$ cat src/rtl/serial_subtractor.sv
// Bit-serial unsigned subtractor: one difference bit per clock, LSB first,
// with a registered result and final borrow held until the next completion.
module serial_subtractor #(
    parameter int WIDTH = 8
) (
    input  logic             clk,
    input  logic             reset,
    input  logic             start,
    input  logic [WIDTH-1:0] data_a,
    input  logic [WIDTH-1:0] data_b,
    output logic [WIDTH-1:0] out,
    output logic             bout,
    output logic             busy,
    output logic             done,
    output logic [1:0]       state_dbg
);

    // Handshake: start is a request sampled only in IDLE (ignored otherwise,
    // never queued); busy is high from the accepting edge until the return to
    // IDLE; done is a one-cycle strobe that coincides with the new out/bout.

    localparam int CW = $clog2(WIDTH + 1);
    localparam logic [CW-1:0] LAST = CW'(WIDTH - 1);

    localparam logic [1:0] IDLE  = 2'd0;
    localparam logic [1:0] SHIFT = 2'd1;
    localparam logic [1:0] DONE  = 2'd2;

    logic [1:0]       state;
    logic [WIDTH-1:0] a_q;
    logic [WIDTH-1:0] b_q;
    logic [WIDTH-1:0] r_q;
    logic [CW-1:0]    cnt;
    logic             br;

    logic             d_bit;
    logic             br_next;
    logic [WIDTH-1:0] r_next;

    always_comb begin
        d_bit   = a_q[0] ^ b_q[0] ^ br;
        br_next = (~a_q[0] & b_q[0]) | (~a_q[0] & br) | (b_q[0] & br);
        r_next  = {d_bit, r_q[WIDTH-1:1]};
    end

    always_ff @(posedge clk or negedge reset) begin
        if (!reset) begin
            state <= IDLE;
            a_q   <= '0;
            b_q   <= '0;
            r_q   <= '0;
            cnt   <= '0;
            br    <= 1'b0;
            out   <= '0;
            bout  <= 1'b0;
        end else begin
            case (state)
                IDLE: begin
                    if (start) begin
                        a_q   <= data_a;
                        b_q   <= data_b;
                        r_q   <= '0;
                        cnt   <= '0;
                        br    <= 1'b0;
                        state <= SHIFT;
                    end
                end
                SHIFT: begin
                    a_q <= a_q >> 1;
                    b_q <= b_q >> 1;
                    r_q <= r_next;
                    br  <= br_next;
                    cnt <= cnt + 1'b1;
                    // Result registers move only on the final bit so out never shows a partial value.
                    if (cnt == LAST) begin
                        out   <= r_next;
                        bout  <= br_next;
                        state <= DONE;
                    end
                end
                DONE: begin
                    state <= IDLE;
                end
                default: begin
                    state <= IDLE;
                end
            endcase
        end
    end

    assign busy      = (state == SHIFT) || (state == DONE);
    assign done      = (state == DONE);
    assign state_dbg = state;

endmodule

$ cat config.mk
export PLATFORM = sky130hd
export DESIGN_NAME = serial_subtractor
export DESIGN_NICKNAME = d
export VERILOG_FILES = /design/src/rtl/serial_subtractor.sv
export SDC_FILE = /design/constraint.sdc
export NUM_CORES = 1
export LEC_CHECK = 0
export ABC_AREA = 0
export ABC_CLOCK_PERIOD_IN_PS = 2600
export CAP_MARGIN = 20
export CORE_ASPECT_RATIO = 1.2
export CORE_MARGIN = 8
export CORE_UTILIZATION = 40
export CTS_BUF_LIST = sky130_fd_sc_hd__clkbuf_4
export CTS_CLUSTER_SIZE = 30
export DETAILED_ROUTE_END_ITERATION = 8
export DONT_BUFFER_PORTS = 1
export SYNTH_ARGS = -nofsm -noshare
export SYNTH_HDL_FRONTEND = slang
export SYNTH_SLANG_ARGS = --single-unit
$ cat constraint.sdc
create_clock -name clk -period 2.6 [get_ports clk]
set_clock_uncertainty 0.2 [all_clocks]
set_input_delay 0.26 -clock clk [delete_from_list [all_inputs] [get_ports clk]]
set_output_delay 0.26 -clock clk [all_outputs]
set_load 0.02 [all_outputs]
Word level (Yosys, flattened, before mapping)
Cells that the tools add are included.
- flip-flop bits (word level): 40
- input bits: 19
- output and inout bits: 13
- logic and storage cells: 41
- $add $sub $neg: 1
- eq/ne operators: 5
- mux-type cells: 13
- bitwise operators: 8
- reductions and logical operators: 6
- operator list (operator ; number):
    case mux 8 bit (2 select lines) ; 3
    two-way mux 8 bit ; 3
    case mux 4 bit (2 select lines) ; 1
    AND reduction 2 bit ; 3
    adder 4 x 1 -> 4 bit (second input constant) ; 1
    equality test 4 x 3 -> 1 bit (second input constant) ; 1
    two-way mux 2 bit ; 2
    two-way mux 4 bit ; 1
    != test 2 bit (second input constant) ; 2
    case mux 2 bit (2 select lines) ; 1
    bitwise AND 1 bit ; 3
    equality test 2 x 1 -> 1 bit (second input constant) ; 1
    equality test 2 bit (second input constant) ; 1
    zero test 2 bit ; 1
    bitwise OR 1 bit ; 2
    case mux 1 bit (2 select lines) ; 1
    nonzero test 2 bit ; 1
    bitwise XOR 1 bit ; 2
    logical OR 1 bit ; 1
    two-way mux 1 bit ; 1
    NOT 1 bit ; 1

Longest topological paths before layout
- depth in word-level cells: 5
- gate-level depth with buffers: 7
- depth with buffers taken out: 5

Worst setup path before layout
OpenSTA, ideal clock, no wires.
- path kind: flip-flop to flip-flop
- start: register state[0] (netlist: state_dbg[0])
- end: register cnt[3]
- setup time: 130 ps
- data arrival time: 1515 ps
- required time: 2270 ps
- path slack: 755 ps
- stages on the path, launching flop included: 7
- path buffers: 1
- period minus slack after synthesis: 1845 ps
- path through: dfrtp_1 -> inv_1 -> ha_1 -> mux2i_4 -> buf_2 -> a22oi_1 -> o41ai_1
- word-level cells in the longest chain between the ends: 3
- elaborated cells on any way between the ends: 6
- classes of those cells: eq/ne: 2; mux: 1; reduce/logical: 3
- ends and longest elaborated chain (element ; RTL line ; text):
    from (decl) ; 29 ; logic [1:0] state;
    from (signal assigned) ; 48 ; state <= IDLE;
    from (signal assigned) ; 65 ; state <= SHIFT;
    from (signal assigned) ; 78 ; state <= DONE;
    equality test 2 x 1 -> 1 bit / zero test 2 bit (equally long branches) ; 57 ; case (state)
    nonzero test 2 bit (no line) / != test 2 bit (equally long branches) ; n/a ;
    AND reduction 2 bit (no line) ; n/a ;
    to (signal assigned) ; 73 ; cnt <= cnt + 1'b1;
    to (decl) ; 33 ; logic [CW-1:0] cnt;
Several ways; a longest one is shown, not always the timed one.
A chain may end at the register's enable or synchronous reset.

Final worst setup path
- start: register state[1] (netlist: state_dbg[1])
- end: register cnt[1]
The elaborated chain is that of the path after synthesis.

==> flow_summary.ini <==
[status]
status = complete, no violations

[sta]
relSlewSlack_pct = 76.4
setup_viol = 0
period_needed_ps = 2080
finalSetupTns_ps = 0
min_period_over_period_pct = 80.1
hold_viol = 0
max_freq_mhz = 480
hold_ws_ps = 99.3
rsz0062_at_grt = false
worst_pin_slew_ps = 353
finalMaxSlewViolations = 0

[synth]
synth_xor_area_share_pct = 0
ys_ff_latch = 39
synthDominantCellAreaShare_pct = 56.2
synth-adder-area-share_pct = 4.75
async_reset_ff_share_pct = 100
synth_top_area_cell = dfrtp_1
ys_dominant_reg_cell = dfrtp_1
synth_compound_area_share_pct = 11.7
syn_inst = 146
synth_cell_types = 24
synth-edff-count = 0
synth_top_family_by_area = multiplexers
netlist_area_sq_um = 1740
ys_warn_count = 0
avgSynthCellArea_sq_um = 11.9
seq_area_frac_synth_pct = 56.2
synthMuxAreaShare_pct = 15.2
yosys-top-cells-area = dfrtp_1 56%, mux2i_1 8.1%, mux2_1 5.8%, o21ai_1 5.2%, nand2_1 5.0%
syn_nets = 171
synthSimpleGateAreaFrac_pct = 9.07

[clocking]
numCtsBuffers = 5
post_cts_buffers = 0
cts_sinks = 39
cts_tree = yes
clk-insertion-delay-late_ps = 330
clockBufferDepth = 2
cts_root_buf = clkbuf_4
htreeDepth = 2
clk_pin_slew_ps = 110

[setup_path]
start_kind = flop
r2r_setup_slack_ps = 520
cp-endpoint = cnt[1]
reg2reg_depth = 5
path_max_fanout = 21
critPathCaptureType = flop
startpoint = state_dbg[1]
reg2reg_from = state_dbg[1]
path_class = flop to flop
critPathRequiredTime_ps = 2670
cp.arrival_ps = 2160
rr_endpoint = cnt[1]

[detailed_routing]
wl_per_cell_um = 14.1
drt_iter0_markers = 41
vias_per_cell = 5.02
antenna_left = 0
wl_um = 3140
drc = 0
firstDrtPassIters = 6
num_vias = 1119

[flow_run]
drv_cap = 0

[final_layout]
layout-drive-gt1-share_pct = 7.19
utilization_pct = 48.2
stdcell_count = 223
antenna_cells = 0
stdcell_area_sq_um = 2040
fillers = 396
areaGrowthSynthToFinish_pct = 17.2
final_nets = 192

[power_and_ir_drop]
combPwrFrac_pct = 38.3
power.internal_mw = 1.23
power_frac_seq_pct = 47.7
power_frac_clock_pct = 14.0
max-vdd-ir-drop_mv = 0.627
power_leakage_nw = 0.961
p_per_area_nw_per_um2 = 991
power_switching_mw = 0.784
swShare_pct = 38.9

[placed_design]
place_inst = 197
port_buffers = 0
gp_congestion = 0.747
placed_cell_area_sq_um = 1790
dp_hpwl_um = 2130

[global_route]
grt_pass1_wl_um = 5510
gr-total-overflow = 0
grt_pass1_vias = 1179
grt_max_degree = 40
grt_usage_pct = 10.2
antenna_found_initial = 0

[floorplan]
die_area_sq_um = 6720
start_util_pct = 41.1
core_sq_um = 4230
placementRows = 26
die_w_um = 76.2
io_pins = 32
die_h_um = 88.2

[worst_hold_path]
hold_class = primary input to flop
==> power groups by stage <==
| stage | sequential (mW) | combinational, mW | clock (mW) |
|---|---|---|---|
| after floorplan | 0.937 | 0.644 | 0 |
| after global routing | 0.994 | 0.881 | 0.320 |
| after CTS | 0.964 | 0.785 | 0.299 |
| after global placement | 0.969 | 0.723 | 0 |
| after detailed placement | 0.976 | 0.746 | 0 |
| final | 0.963 | 0.774 | 0.282 |
==> final cells by class <==
cell class	count	area (sq um)	share of cell area (%)
sequential	39	976	47.9
multi-input combinational	95	707	34.7
timing repair buffer	22	223	10.9
tap	56	70.1	3.44
clock buffer	5	37.5	1.84
inverter	4	15.0	0.737
clock inverter	2	8.76	0.430
==> per-layer routing <==
metal / part of all wire (%) / track usage (%)
met4: 1.0 / 4.73
met3: 6.0 / 4.52
met2: 49 / 16.5
met1: 44 / 11.5
met5: 0 / 0
==> metrics by stage <==
stage                     setup WS, ps  power (mW)
final                              518        2.02
after global routing               361        2.19
after CTS                          500        2.05
after detailed placement           520        1.72
after global placement             593        1.69
after floorplan                    755        1.58
==> synth_stat cells (2+ instances only) <==
master    number
dfrtp_1       39
nand2_1       23
o21ai_1       18
mux2i_1       14
mux2_1         9
a22o_1         8
buf_2          8
ha_1           5
inv_1          4
and2_1         2
nand3_1        2
nand3b_1       2
==> how the worst min path moves through the flow <==
stage | from | endpoint | slack (ps) | depth (start not counted)
floorplan | reset | a_q[0] | -240 | 0
global placement | reset | out[0] | -230 | 0
detailed placement | reset | out[0] | -230 | 0
CTS | start | cnt[2] | 90 | 3
global route | start | cnt[2] | 90 | 3
finish | start | cnt[2] | 100 | 3
==> flip-flops by register name, summed over array words and instances, names as in the netlist <==
name / count
cnt: 4
br: 1
a_q: 8
b_q: 8
state_dbg: 2
out: 8
r_q: 7
bout: 1
==> worst max-delay path, cell delays in order, from the launching register on <==
cell and delay (ps):
dfrtp_1 500, inv_1 140, ha_1 320, buf_4 350, and2_1 340, a22o_1 170
==> logic make-up after synthesis <==
family                     Yosys count
muxes                               24
AOI/OAI and AO/OA                   32
DFF                                 39
and+or+nand+nor                     33
buffers and inverters               12
adders and majority gates            6
==> cell usage in the layout (no fill, tap or decap), drive strengths merged, types with 4 or more instances in the layout <==
cell type,instances
buf,4
ha,5
a22o,8
clkbuf,5
mux2,9
dfrtp,39
o21ai,19
dlygate4sd3,18
mux2i,15
inv,4
nand2,23
==> timing repair <==
| action | CTS | global route |
|---|---|---|
| endpoints found under the hold margin | 56 | 0 |
| endpoints found under the setup margin | 0 | 0 |
| resized for setup | 0 | 0 |
| hold buffers | 19 | 0 |
(Power assumes the default switching activity.)
